<file path="config.mk">
export PLATFORM = sky130hd
export DESIGN_NAME = multicore_sobel_cpu_0_oci_dct_packer
export DESIGN_NICKNAME = d
export VERILOG_FILES = /design/src/rtl/multicore_sobel_oci_dct_pkg.sv /design/src/rtl/multicore_sobel_cpu_0_oci_dct_outreg.sv /design/src/rtl/multicore_sobel_cpu_0_oci_dct_packer.sv
export SDC_FILE = /design/constraint.sdc
export NUM_CORES = 1
export LEC_CHECK = 0
export CELL_PAD_IN_SITES_DETAIL_PLACEMENT = 2
export CELL_PAD_IN_SITES_GLOBAL_PLACEMENT = 2
export CORE_ASPECT_RATIO = 1.25
export CORE_MARGIN = 4
export CORE_UTILIZATION = 35
export CTS_CLUSTER_SIZE = 10
export DETAILED_ROUTE_END_ITERATION = 16
export PLACE_DENSITY_LB_ADDON = 0.12
export SYNTH_ARGS = -nofsm -noshare
export SYNTH_HDL_FRONTEND = slang
export SYNTH_SLANG_ARGS = --single-unit
</file>
<file path="constraint.sdc">
create_clock -name clk -period 6.3 [get_ports clk]
set_input_delay 0.945 -clock clk [delete_from_list [all_inputs] [get_ports clk]]
set_output_delay 0.945 -clock clk [all_outputs]
set_load 0.02 [all_outputs]
</file>
<file path="src/rtl/multicore_sobel_oci_dct_pkg.sv">
// Shared definitions for the cpu_0 OCI direct-control-transfer (DCT) trace
// path. Used by the DCT packer, the OCI trace FIFO and the OCI test bench.
//   CODE_W : width of one DCT code
//   SLOTS  : codes per packed trace word
//   CNT_W  : width of the per-word code count (holds SLOTS)
//   BUF_W  : width of the packed trace word
//   DCT_*  : named code values
package multicore_sobel_oci_dct_pkg;

  localparam int CODE_W = 2;
  localparam int SLOTS  = 15;
  localparam int CNT_W  = 4;
  localparam int BUF_W  = CODE_W * SLOTS;

  localparam logic [CODE_W-1:0] DCT_NONE = 2'b00;
  localparam logic [CODE_W-1:0] DCT_NT   = 2'b01;
  localparam logic [CODE_W-1:0] DCT_TK   = 2'b10;
  localparam logic [CODE_W-1:0] DCT_IND  = 2'b11;

endpackage

</file>
<file path="src/rtl/multicore_sobel_cpu_0_oci_dct_outreg.sv">
// Valid/ready holding register for packed DCT trace words.
//   clk, reset   : rising-edge clock, synchronous active-high reset
//   load         : capture load_buffer/load_count this cycle (only asserted
//                  by the packer when the slot is free)
//   load_buffer  : packed word to capture
//   load_count   : number of codes in load_buffer
//   dct_ready    : sink accepts the held word this cycle
//   dct_valid    : a word is held
//   dct_buffer   : held packed word
//   dct_count    : held code count
// Outputs are straight flop outputs, so dct_ready never reaches them
// combinationally.
module multicore_sobel_cpu_0_oci_dct_outreg
  import multicore_sobel_oci_dct_pkg::*;
#(
  parameter int BW    = multicore_sobel_oci_dct_pkg::BUF_W,
  parameter int CW    = multicore_sobel_oci_dct_pkg::CNT_W
) (
  input  logic          clk,
  input  logic          reset,
  input  logic          load,
  input  logic [BW-1:0] load_buffer,
  input  logic [CW-1:0] load_count,
  input  logic          dct_ready,
  output logic          dct_valid,
  output logic [BW-1:0] dct_buffer,
  output logic [CW-1:0] dct_count
);

  always_ff @(posedge clk) begin
    if (reset) begin
      dct_valid  <= 1'b0;
      dct_buffer <= '0;
      dct_count  <= '0;
    end else if (load) begin
      dct_valid  <= 1'b1;
      dct_buffer <= load_buffer;
      dct_count  <= load_count;
    end else if (dct_ready) begin
      dct_valid  <= 1'b0;
    end
  end

endmodule

</file>
<file path="src/rtl/multicore_sobel_cpu_0_oci_dct_packer.sv">
// Packs 2-bit DCT codes from the cpu_0 trace logic into 15-code words and
// hands them to the OCI trace FIFO over a valid/ready handshake.
//   clk, reset   : rising-edge clock, synchronous active-high reset
//   code_valid   : code presented this cycle
//   code         : DCT code (all values are data)
//   flush        : emit the current partial word
//   dct_ready    : sink accepts the output word
//   dct_valid    : output word present
//   dct_buffer   : packed codes, oldest code in the highest used slot
//   dct_count    : number of codes in dct_buffer (1..15)
//   overflow     : one-cycle pulse after a code was dropped
//   drop_count   : saturating count of dropped codes
module multicore_sobel_cpu_0_oci_dct_packer
  import multicore_sobel_oci_dct_pkg::*;
#(
  parameter int CODE_W = multicore_sobel_oci_dct_pkg::CODE_W,
  parameter int SLOTS  = multicore_sobel_oci_dct_pkg::SLOTS,
  parameter int CNT_W  = multicore_sobel_oci_dct_pkg::CNT_W
) (
  input  logic                    clk,
  input  logic                    reset,
  input  logic                    code_valid,
  input  logic [CODE_W-1:0]       code,
  input  logic                    flush,
  input  logic                    dct_ready,
  output logic                    dct_valid,
  output logic [CODE_W*SLOTS-1:0] dct_buffer,
  output logic [CNT_W-1:0]        dct_count,
  output logic                    overflow,
  output logic [7:0]              drop_count
);

  localparam int BW = CODE_W * SLOTS;
  localparam logic [CNT_W-1:0] FULL_CNT = CNT_W'(SLOTS);

  logic [BW-1:0]    acc;
  logic [CNT_W-1:0] acc_cnt;
  logic             flush_pend;

  logic             full;
  logic             slot_free;
  logic             flush_any;
  logic [BW-1:0]    nxt_acc;
  logic [CNT_W-1:0] nxt_cnt;
  logic             complete;
  logic             load;
  logic             refill;
  logic             drop;
  logic [BW-1:0]    acc_d;
  logic [CNT_W-1:0] cnt_d;
  logic             flush_pend_d;

  always_comb begin
    full      = (acc_cnt == FULL_CNT);
    slot_free = !dct_valid || dct_ready;
    flush_any = flush || flush_pend;

    // A full accumulator takes no code; it is already a complete word.
    nxt_acc = acc;
    nxt_cnt = acc_cnt;
    if (code_valid && !full) begin
      nxt_acc = {acc[BW-CODE_W-1:0], code};
      nxt_cnt = acc_cnt + 1'b1;
    end

    complete = (nxt_cnt == FULL_CNT) || (flush_any && (nxt_cnt != '0));
    load     = complete && slot_free;

    // A code meeting a full accumulator is kept only if the full word leaves
    // this cycle; it then starts the fresh accumulator at count 1.
    refill = code_valid && full && slot_free;
    drop   = code_valid && full && !slot_free;

    if (load) begin
      acc_d        = refill ? BW'(code) : '0;
      cnt_d        = refill ? CNT_W'(1) : '0;
      flush_pend_d = refill && flush;
    end else begin
      acc_d        = nxt_acc;
      cnt_d        = nxt_cnt;
      // Flush on an empty accumulator is a no-op, so it is not remembered.
      flush_pend_d = flush_any && (nxt_cnt != '0);
    end
  end

  always_ff @(posedge clk) begin
    if (reset) begin
      acc        <= '0;
      acc_cnt    <= '0;
      flush_pend <= 1'b0;
      overflow   <= 1'b0;
      drop_count <= '0;
    end else begin
      acc        <= acc_d;
      acc_cnt    <= cnt_d;
      flush_pend <= flush_pend_d;
      overflow   <= drop;
      if (drop && (drop_count != '1)) begin
        drop_count <= drop_count + 1'b1;
      end
    end
  end

  multicore_sobel_cpu_0_oci_dct_outreg #(
    .BW (BW),
    .CW (CNT_W)
  ) u_outreg (
    .clk         (clk),
    .reset       (reset),
    .load        (load),
    .load_buffer (nxt_acc),
    .load_count  (nxt_cnt),
    .dct_ready   (dct_ready),
    .dct_valid   (dct_valid),
    .dct_buffer  (dct_buffer),
    .dct_count   (dct_count)
  );

endmodule

</file>
# [After elaboration in Yosys (flattened, before gate mapping)]
# Cells that the tools add are included.
[totals] ff_bits=79 inputBits=7 output_inout_bits=44 word_cells=38
[classes] n_addsub=2 eq_ne=3 n_mux=9 n_reduce_logical=16
[ops] operator="$mux W30" n=2
[ops] operator="$add A8 B1 Y8 const B" n=1
[ops] operator="$eq A4 B4 Y1 const B" n=2
[ops] operator="$logic_and A1 B1 Y1" n=8
[ops] operator="$mux W4" n=2
[ops] operator="$ne A8 B8 Y1 const B" n=1
[ops] operator="$add A4 B1 Y4 const B" n=1
[ops] operator="$mux W1" n=4
[ops] operator="$reduce_bool A4 Y1" n=1
[ops] operator="$logic_not A1 Y1" n=3
[ops] operator="$logic_or A1 B1 Y1" n=3
[ops] operator="$mux W2" n=1
[ops] operator="$reduce_bool A2 Y1" n=1

# [Logic depth before layout (Yosys ltp)]
# Gate-level depths: netlist of the first run.
[depth] depth_word=9 depth_mapped=9 ltp_nobuf=6

# [Cells and area by module]
# A second synthesis of the first run with hierarchy kept.
[hier_totals] hier_cells=305 area_unflattened_um2=3337.0
[by_module_without_submodules] mod="multicore_sobel_cpu_0_oci_dct_packer" n_inst=1 cells_per_inst=191 area_per_inst_um2=2064.5 seq_area_each_um2=880.8
[by_module_without_submodules] mod="multicore_sobel_cpu_0_oci_dct_outreg" n_inst=1 cells_per_inst=114 area_per_inst_um2=1272.5 seq_area_each_um2=700.7

# [Least setup slack after synthesis of the first run]
# OpenSTA, ideal clock, no wires.
[synth_timing] path_kind="input-to-reg" start="input code_valid" end="register flush_pend" setup_ps=117 t_arrival_ps=2380 t_required_ps=6183 setup_slack_ps=3803 cell_stages=8 path_buffers=3 cell_sequence="buf_6 or2_1 a211oi_4 or3_1 buf_2 nand2_1 buf_2 a32o_1"
[synth_via] elab_chain_len=7 word_cells_on_any_way=11 classes_between="eq/ne (1); mux (2); reduce/logical (8)"
[synth_rtl] element="start, declared" line_no="multicore_sobel_cpu_0_oci_dct_packer.sv:22" text="input logic code_valid,"
[synth_rtl] element="$logic_and A1 B1 Y1" line_no="multicore_sobel_cpu_0_oci_dct_packer.sv:61" text="if (code_valid && !full) begin"
[synth_rtl] element="$mux W4" line_no="multicore_sobel_cpu_0_oci_dct_packer.sv:61"
[synth_rtl] element="$reduce_bool A4 Y1" line_no="multicore_sobel_cpu_0_oci_dct_packer.sv:66, multicore_sobel_cpu_0_oci_dct_packer.sv:82"
[synth_rtl] element="$logic_and A1 B1 Y1" line_no="multicore_sobel_cpu_0_oci_dct_packer.sv:66, multicore_sobel_cpu_0_oci_dct_packer.sv:82"
[synth_rtl] element="$logic_or A1 B1 Y1" line_no="multicore_sobel_cpu_0_oci_dct_packer.sv:66" text="complete = (nxt_cnt == FULL_CNT) || (flush_any && (nxt_cnt != '0));"
[synth_rtl] element="$logic_and A1 B1 Y1" line_no="multicore_sobel_cpu_0_oci_dct_packer.sv:67" text="load = complete && slot_free;"
[synth_rtl] element="$mux W1 (*)" line_no="multicore_sobel_cpu_0_oci_dct_packer.sv:74" text="if (load) begin"
[synth_rtl] element="end signal, assigned" line_no="multicore_sobel_cpu_0_oci_dct_packer.sv:96" text="flush_pend <= flush_pend_d;"
[synth_rtl] element="end, declared" line_no="multicore_sobel_cpu_0_oci_dct_packer.sv:38" text="logic flush_pend;"
# Mark *: on every way between the ends. The rest lies on a longest branch, timed or not.
# A chain may end at the register's enable or synchronous reset.

# [Worst setup path in the final report of the first run]
# Ends and elaborated chain as after synthesis.

==> impl_metrics.json, run 1 <==
{
  "outcome": "finished, final reports clean",
  "initial_core_util": 0.357,
  "hold_class": "register to register",
  "power.density_nw_per_um2": 422,
  "cts_root_buffer": "clkbuf_16",
  "ys_ff_latch": 79,
  "timing.critical_path.mode_cell": "nand2_1",
  "yosysWarnings": 0,
  "vias_in_the_first_global_route": 2930,
  "route.detailed.wl_per_inst_um": 18.4,
  "routabilityCongestion": 0.781,
  "drv_cap": 0,
  "fillCellCount": 989,
  "tightestPinTransition_ps": 1230,
  "total_leakage_power_nw": 1.51,
  "worstSetupStartpoint": "code_valid",
  "min_period_over_period": 0.624,
  "detailedPlacementHpwl_um": 5780,
  "postRouteAntennaNets": 0,
  "port-buffer-count": 50,
  "synth-main-ff-cell": "dfxtp_1",
  "setup_viol": 0,
  "core_region_area_um2": 9080,
  "internal_power_mw": 1.20,
  "die-width_um": 94.1,
  "p_clk_frac": 0.372,
  "antenna_cells_inserted": 0,
  "reg2reg_to": "flush_pend",
  "critPathSlowestCell": "clkdlybuf4s50_1",
  "clock_tree.htree_level_count": 3,
  "synth_edf_count": 0,
  "finish.net_count": 378,
  "final_layout_size_suffix_gt1_frac": 0.0722,
  "globalRouteOverflowTotal": 0,
  "rr_worst_depth": 6,
  "crit_path_kind": "input port to register",
  "place_inst": 481,
  "cts_tree": "yes",
  "drc": 0,
  "synthCells": 337,
  "grt_antenna_before_repair": 0,
  "setup_repair_after_global_routing_missed_its_margin": "false",
  "final_core_util": 0.454,
  "cts_hold_repair.buffers": 0,
  "worstSetupStartpointType": "input port",
  "sequential_fraction_of_design_power": 0.356,
  "area_growth_pct": 27.3,
  "report.final.hold_viol_count": 0,
  "worst_slew_margin_rel": 0.181,
  "detailed_place.area_um2": 3750,
  "setup_crit_end_kind": "register",
  "swShare": 0.308,
  "seq_total_area_yosys": 0.488,
  "synth_nets": 346,
  "drt_pass1_iterations": 5,
  "wire_length_of_the_first_global_routing_pass_um": 15400,
  "clkSlewWorstSetupHoldPaths_ps": 60,
  "ys_async_sr_fraction": 0,
  "cts_max_path_buffers": 2,
  "timing.final.max_slew_violations": 0,
  "p_switching_mw": 0.535,
  "final_cells": 497,
  "critical_path_cell_count": 6,
  "syn-mean-instance-area_um2": 9.62,
  "r2r-start": "acc_cnt[0]",
  "timing.critical_path.buf_inv": 1,
  "postLayoutSetupSlackWorst_ps": 2370,
  "grt_max_degree": 52,
  "placementRows": 39,
  "drt_iter0_drc": 98,
  "worst-r2r-setup-slack_ps": 2710,
  "cts_inserted_buffers": 9,
  "maxClockFrequency_mhz": 254,
  "final_design_area_no_fill_um2": 4120,
  "grt_usage": 0.183,
  "period_needed_ps": 3930,
  "dr_total_vias": 2634,
  "cts_post_setup_buffers_inserted": 0,
  "fin_setup_tns_ps": 0,
  "floorplan.die.height_um": 116,
  "final.setup_skew_ps": 5.70,
  "required_time_worst_endpoint_ps": 6530,
  "totalWireLength_um": 9160,
  "synth_cell_types": 39,
  "total_die_area_um2": 10900,
  "io_pins": 51,
  "critical_path.endpoint": "flush_pend",
  "cp_slowest_stage_delay_ps": 850,
  "combPwrFrac": 0.272,
  "cp_cell_sequence": "clkdlybuf4s50_1 > nand2_1 > nor4_2 > or3_1 > nand2_1 > a32o_1",
  "power.ir.vdd_worst_v": 0.000180,
  "place_ws_ps": 2120,
  "worst_ep_arrival_time_ps": 4160,
  "cts_resized": 0,
  "vias_per_cell": 5.30,
  "clk-insertion-delay-late_ps": 340,
  "tritoncts_num_sinks": 79,
  "mappedNetlistArea_um2": 3240,
  "critical_path.top_delay_family": "simple AND/OR/NAND/NOR gates",
  "timing.critical_path.fanout_max": 30
}
[Yosys cell counts (all sizes together), types with 2 or more instances]
cell type,instances,area [um2]
nand2b,6,37.5
nand2,8,30.0
nand4,6,37.5
o211a,2,20.0
xor2,7,61.3
nor3b,2,15.0
ha,2,25.0
or2,2,12.5
and3,4,25.0
nor3,40,210
a211o,2,17.5
nand3,5,25.0
a21oi,12,60.1
nor2,41,154
buf,21,124
a211oi,31,258
nor2b,3,18.8
mux2i,29,290
clkbuf,10,37.5
or3,3,18.8
o211ai,3,22.5
dfxtp,79,1580
o21ai,4,20.0
mux2,3,33.8
[metrics by stage]
stage / hold slack (ps) / total power [mW]
2_1_floorplan: 461 / 0.924
3_3_place_gp: 469 / 1.09
3_5_place_dp: 479 / 1.11
4_1_cts: 490 / 1.76
5_1_grt: 520 / 1.83
6_report: 481 / 1.74
[worst register-to-register path, delay by kind of cell, from the launching register on]
family	cells	cell delay (ps)
and+or+nand+nor	4	1840
DFF	1	620
AOI/OAI and AO/OA	1	550
adders and majority gates	1	480
[logic make-up (layout without fill, tap and decap cells)]
family / after synthesis / after routing / synth area share
AO/OA/AOI/OAI: 59 / 59 / 0.135
flip-flops: 79 / 79 / 0.488
XOR/XNOR: 8 / 8 / 0.0216
adder cells (fa/ha/maj): 2 / 2 / 0.00772
AND/OR/NAND/NOR: 126 / 126 / 0.198
buffers and inverters: 31 / 68 / 0.0498
multiplexers: 32 / 32 / 0.100
[per-layer routing]
metal | global-route usage | wire [um] | part of all wire | up-vias
met4 | 0.0636 | 126 | 0.014 | 0
met2 | 0.340 | 5020 | 0.55 | 35
li1 | - | - | - | 1275
met1 | 0.208 | 3800 | 0.42 | 1315
met3 | 0.0325 | 212 | 0.023 | 9
met5 | 0 | 0 | 0 | -
[final cells by class]
type / count / area (um2) / area share
well taps: 123 / 154 / 0.0373
clock inverters: 5 / 129 / 0.0313
flip-flops and latches: 79 / 1580 / 0.383
multi-input cells: 227 / 1510 / 0.365
repair buffers: 52 / 510 / 0.124
clock buffers: 11 / 243 / 0.0589
[power by group through the flow]
stage | Clock [mW] | Combinational (mW) | Sequential, mW
finish | 0.648 | 0.474 | 0.619
global route | 0.683 | 0.519 | 0.629
CTS | 0.660 | 0.483 | 0.621
detailed placement | 0 | 0.476 | 0.630
global placement | 0 | 0.463 | 0.628
floorplan | 0 | 0.239 | 0.685
[sequential cells by signal, indices dropped and copies added, names as in the netlist]
register,count
acc_cnt,4
u_outreg.dct_count,4
u_outreg.dct_buffer,30
flush_pend,1
u_outreg.dct_valid,1
acc,30
overflow,1
drop_count,8
[layout by cell type, fill, tap and decap left out, types with 5 or more instances in the layout]
cell and instances:
dfxtp_1 79, nor3_1 38, clkdlybuf4s50_1 49, nand4_1 6, nand3_1 5, a211oi_1 29, nand2b_1 5, nand2_1 8
mux2i_1 29, a21oi_1 12, nor2_1 41, clkbuf_16 9, xor2_1 7
[worst min-delay path by stage]
stage,start,endpoint,cells past startpoint
4_1_cts,u_outreg.dct_count[3],u_outreg.dct_count[3],2
6_report,u_outreg.dct_count[3],u_outreg.dct_count[3],2
3_3_place_gp,u_outreg.dct_count[3],u_outreg.dct_count[3],2
5_1_grt,u_outreg.dct_count[3],u_outreg.dct_count[3],2
3_5_place_dp,u_outreg.dct_count[2],u_outreg.dct_count[2],2
2_1_floorplan,acc[29],acc[29],2
No activity file was read; power rests on OpenSTA's default activity.
==> inputs of run 2 (changes only) <==
--- a/config.mk
+++ b/config.mk
@@ -9,7 +9,7 @@
 export CELL_PAD_IN_SITES_GLOBAL_PLACEMENT = 2
 export CORE_ASPECT_RATIO = 1.25
 export CORE_MARGIN = 4
-export CORE_UTILIZATION = 35
+export CORE_UTILIZATION = 33
 export CTS_CLUSTER_SIZE = 10
 export DETAILED_ROUTE_END_ITERATION = 16
 export PLACE_DENSITY_LB_ADDON = 0.12
==> constraint.sdc (replaced) <==
create_clock -name clk -period 3.9 [get_ports clk]
set_input_delay 0.585 -clock clk [delete_from_list [all_inputs] [get_ports clk]]
set_output_delay 0.585 -clock clk [all_outputs]
set_load 0.02 [all_outputs]
==> run 2 against run 1 <==
  * Count of clock-buffer cells in the layout shrank 1
  * Total power increased by 59%
  * Critical path type unchanged
  * Die area grew 5.6%
  * Hold slack gained 3.5 ps
  * Largest cell class unchanged
==> impl_metrics.json, run 2 (synthesis results as in run 1) <==
{
  "outcome": "finished, final reports clean",
  "placementRows": 40,
  "detailedPlacementHpwl_um": 6390,
  "port-buffer-count": 50,
  "cts_tree": "yes",
  "core_region_area_um2": 9610,
  "commonest_cells_after_routing_fill_and_taps_aside": "79 x dfxtp_1, 49 x clkdlybuf4s50_1, 41 x nor2_1",
  "drc": 0,
  "report.final.hold_viol_count": 0,
  "die-width_um": 96.6,
  "detailed_place.area_um2": 3820,
  "timing.final.max_slew_violations": 0,
  "grt_antenna_before_repair": 0,
  "power.density_nw_per_um2": 664,
  "final_layout_size_suffix_gt1_frac": 0.0940,
  "cts_inserted_buffers": 9,
  "route.detailed.wl_per_inst_um": 18.4,
  "cts_root_buffer": "clkbuf_16",
  "final_design_area_no_fill_um2": 4160,
  "clk-insertion-delay-late_ps": 330,
  "cp_slowest_stage_delay_ps": 710,
  "timing.critical_path.fanout_max": 19,
  "clock_tree.htree_level_count": 3,
  "maxClockFrequency_mhz": 345,
  "setup_repair_after_global_routing_missed_its_margin": "false",
  "layout_commonest_cell": "dfxtp_1",
  "min_period_over_period": 0.743,
  "cts_post_setup_buffers_inserted": 0,
  "drv_cap": 0,
  "postRouteAntennaNets": 0,
  "tightestPinTransition_ps": 669,
  "total_leakage_power_nw": 1.54,
  "final_cells": 509,
  "cts_resized": 0,
  "fin_setup_tns_ps": 0,
  "cts_max_path_buffers": 2,
  "vias_per_cell": 5.23,
  "timing.critical_path.buf_inv": 2,
  "setup_viol": 0,
  "wire_length_of_the_first_global_routing_pass_um": 15600,
  "worstSetupStartpointType": "input port",
  "setup_crit_end_kind": "register",
  "period_needed_ps": 2900,
  "tritoncts_num_sinks": 79,
  "total_die_area_um2": 11500,
  "vias_in_the_first_global_route": 2937,
  "crit_path_kind": "input port to register",
  "routabilityCongestion": 0.775,
  "io_pins": 51,
  "layout_top_registers": "acc: 30 flops, u_outreg.dct_buffer: 30 flops, drop_count: 8 flops",
  "worst_slew_margin_rel": 0.554,
  "antenna_cells_inserted": 0,
  "finish.net_count": 387,
  "cp_cell_sequence": "clkdlybuf4s50_1 > or2_1 > a211oi_4 > or3_1 > nand2_1 > buf_4 > a32o_1",
  "grt_usage": 0.168,
  "area_growth_pct": 28.4,
  "globalRouteOverflowTotal": 0,
  "power.ir.vdd_worst_v": 0.000256,
  "hold_class": "register to register",
  "critical_path.top_delay_family": "simple AND/OR/NAND/NOR gates",
  "clkSlewWorstSetupHoldPaths_ps": 60,
  "critPathSlowestCell": "clkdlybuf4s50_1",
  "floorplan.die.height_um": 119,
  "initial_core_util": 0.337,
  "final.setup_skew_ps": 6.12,
  "dr_total_vias": 2663,
  "cts_hold_repair.buffers": 0,
  "grt_max_degree": 33,
  "worst_ep_arrival_time_ps": 3120,
  "place_inst": 493,
  "totalWireLength_um": 9350,
  "fin_total_pwr_mw": 2.76,
  "drt_pass1_iterations": 4,
  "required_time_worst_endpoint_ps": 4120,
  "drt_iter0_drc": 62
}
-- run 2: cell type report --
type	instances	area [um2]
Clock buffer	10	229
Fill cell	1042	5450
Sequential cell	79	1580
Clock inverter	6	109
Timing Repair Buffer	61	578
Tap cell	126	158
Multi-Input combinational cell	227	1510
-- run 2: routing by layer --
layer / global-route usage / share of wire
met5: 0 / 0
met4: 0.0615 / 0.018
met3: 0.0313 / 0.023
met2: 0.301 / 0.52
met1: 0.197 / 0.44
-- run 2: path summary, 6_finish.rpt --
| check | slack, ps | cells after the start | startpoint | endpoint |
|---|---|---|---|---|
| worst max register to register | 1170 | 7 | acc_cnt[1] | u_outreg.dct_buffer[9] |
| worst max-delay path | 1000 | 7 | code_valid | flush_pend |
| worst min-delay path | 480 | 2 | u_outreg.dct_count[3] | u_outreg.dct_count[3] |
| worst min register to register | 480 | 2 | u_outreg.dct_count[3] | u_outreg.dct_count[3] |
-- run 2: metrics by stage --
step / utilization / hold slack (ps) / setup WS, ps
2_1_floorplan: - / 461 / 1760
3_3_place_gp: 0.398 / 462 / 727
3_5_place_dp: 0.398 / 477 / 670
4_1_cts: 0.433 / 487 / 1010
5_1_grt: 0.433 / 516 / 732
6_report: 0.433 / 485 / 1000
-- run 2: where the power goes --
part / internal, mW / switching, mW / total, mW
logic: 0.349 / 0.472 / 0.821
clock network: 0.625 / 0.334 / 0.959
registers: 0.916 / 0.0666 / 0.983
-- run 2: worst register-to-register path, cell delays in order (launching register included) --
cell and delay, ps:
dfxtp_1 420, ha_1 440, nand2b_1 170, a41oi_1 280, a211oi_4 690, buf_4 320, nor3_1 80, a211oi_1 230
==> inputs of run 3 (changes only) <==
--- a/config.mk
+++ b/config.mk
@@ -9,7 +9,7 @@
 export CELL_PAD_IN_SITES_GLOBAL_PLACEMENT = 2
 export CORE_ASPECT_RATIO = 1.25
 export CORE_MARGIN = 4
-export CORE_UTILIZATION = 33
+export CORE_UTILIZATION = 30
 export CTS_CLUSTER_SIZE = 10
 export DETAILED_ROUTE_END_ITERATION = 16
 export PLACE_DENSITY_LB_ADDON = 0.12
==> constraint.sdc (replaced) <==
create_clock -name clk -period 2.45 [get_ports clk]
set_input_delay 0.3675 -clock clk [delete_from_list [all_inputs] [get_ports clk]]
set_output_delay 0.3675 -clock clk [all_outputs]
set_load 0.02 [all_outputs]
==> run 3 against run 2 <==
  * Clock power grew 20%
  * Combinational power grew 68%
  * Die area grew 9.2%
  * Critical path depth is the same
  * Final cell count grew 3.3%
  * Register-to-register slack lost 940 ps
  * Clock skew shrank 1.4 ps
  * Setup slack lost 770 ps
  * Via count grew 0.23%
  * Critical endpoint is now acc[16]
  * Largest cell class unchanged
==> impl_metrics.json, run 3 (synthesis results as in run 1) <==
{
  "outcome": "finished, final reports clean",
  "final_layout_size_suffix_gt1_frac": 0.119,
  "setup_crit_end_kind": "register",
  "timing.final.max_slew_violations": 0,
  "worst-r2r-setup-slack_ps": 230,
  "place_inst": 512,
  "layout_commonest_cell": "dfxtp_1",
  "wire_length_of_the_first_global_routing_pass_um": 15300,
  "dr_total_vias": 2669,
  "total_die_area_um2": 12500,
  "cts_post_setup_buffers_inserted": 0,
  "power.density_nw_per_um2": 962,
  "min_period_over_period": 0.904,
  "postLayoutSetupSlackWorst_ps": 235,
  "fin_setup_tns_ps": 0,
  "grt_usage": 0.152,
  "route.detailed.wl_per_inst_um": 17.3,
  "setup_viol": 0,
  "drc": 0,
  "internal_power_mw": 2.76,
  "final_cells": 526,
  "detailed_place.area_um2": 3990,
  "layout_top_registers": "acc: 30 flops, u_outreg.dct_buffer: 30 flops, drop_count: 8 flops",
  "routabilityCongestion": 0.794,
  "commonest_cells_after_routing_fill_and_taps_aside": "79 x dfxtp_1, 49 x clkdlybuf4s50_1, 41 x nor2_1",
  "maxClockFrequency_mhz": 451,
  "antenna_cells_inserted": 0,
  "area_growth_pct": 31.5,
  "cts_tree": "yes",
  "final_design_area_no_fill_um2": 4260,
  "drt_pass1_iterations": 4,
  "tightestPinTransition_ps": 537,
  "totalWireLength_um": 9120,
  "globalRouteOverflowTotal": 0,
  "crit_path_kind": "register to register",
  "clk-insertion-delay-late_ps": 320,
  "final.setup_skew_ps": 4.69,
  "postRouteAntennaNets": 0,
  "period_needed_ps": 2220,
  "worstSetupStartpointType": "register",
  "drt_iter0_drc": 64,
  "setup_repair_after_global_routing_missed_its_margin": "false",
  "required_time_worst_endpoint_ps": 2710,
  "tritoncts_num_sinks": 79,
  "grt_antenna_before_repair": 0,
  "detailedPlacementHpwl_um": 6380,
  "io_pins": 51,
  "hold_class": "register to register",
  "cts_root_buffer": "clkbuf_16",
  "place_ws_ps": -75.5,
  "initial_core_util": 0.307,
  "floorplan.die.height_um": 124,
  "port-buffer-count": 50,
  "power.ir.vdd_worst_v": 0.000393,
  "worst_hold_slack_ps": 478,
  "die-width_um": 101,
  "worst_ep_arrival_time_ps": 2470,
  "report.final.hold_viol_count": 0,
  "sequential_fraction_of_design_power": 0.381,
  "cts_resized": 1,
  "fin_total_pwr_mw": 4.10,
  "clkSlewWorstSetupHoldPaths_ps": 60,
  "p_clk_frac": 0.281,
  "total_leakage_power_nw": 1.59,
  "placementRows": 42,
  "drv_cap": 0,
  "p_switching_mw": 1.34,
  "combPwrFrac": 0.337,
  "clock_tree.htree_level_count": 3,
  "vias_per_cell": 5.07,
  "cts_max_path_buffers": 2,
  "cts_inserted_buffers": 9,
  "vias_in_the_first_global_route": 2952,
  "cts_hold_repair.buffers": 0,
  "timing.critical_path.fanout_max": 14,
  "worst_slew_margin_rel": 0.642,
  "grt_max_degree": 34,
  "finish.net_count": 400,
  "swShare": 0.327,
  "core_region_area_um2": 10600,
  "final_core_util": 0.404
}
[run 3: critical path: stages, from the launching register on]
cell and delay, ps:
dfxtp_1 460, ha_4 250, and3_1 260, o211a_1 330
a211oi_4 100, or3_1 410, buf_4 210, nor2_1 110
[run 3: power groups by stage]
stage	clock, mW	combinational, mW	sequential [mW]
finish	1.15	1.38	1.56
detailed placement	0	1.39	1.59
global route	1.27	1.50	1.59
global placement	0	1.36	1.59
CTS	1.19	1.40	1.56
floorplan	0	0.615	1.76
[run 3: area by class of cell]
class / count / area (um2)
clock inverters: 2 / 10.0
multi-input cells: 227 / 1530
well taps: 132 / 165
repair buffers: 74 / 742
flip-flops and latches: 79 / 1580
fillers: 1144 / 6300
clock buffers: 12 / 236
[run 3: path summary, 6_finish.rpt]
kind	startpoint	end	cells after the start
worst max register to register	acc_cnt[1]	acc[16]	7
worst min-delay path	u_outreg.dct_count[3]	u_outreg.dct_count[3]	2
worst min register to register	u_outreg.dct_count[3]	u_outreg.dct_count[3]	2
worst max-delay path	acc_cnt[1]	acc[16]	7
[run 3: routing by layer]
| layer | vias up | track usage | share of wire |
|---|---|---|---|
| met5 | - | 0 | 0 |
| met4 | 0 | 0.0540 | 0.012 |
| met3 | 8 | 0.0224 | 0.023 |
| met2 | 27 | 0.270 | 0.53 |
| met1 | 1312 | 0.183 | 0.43 |
| li1 | 1322 | - | - |
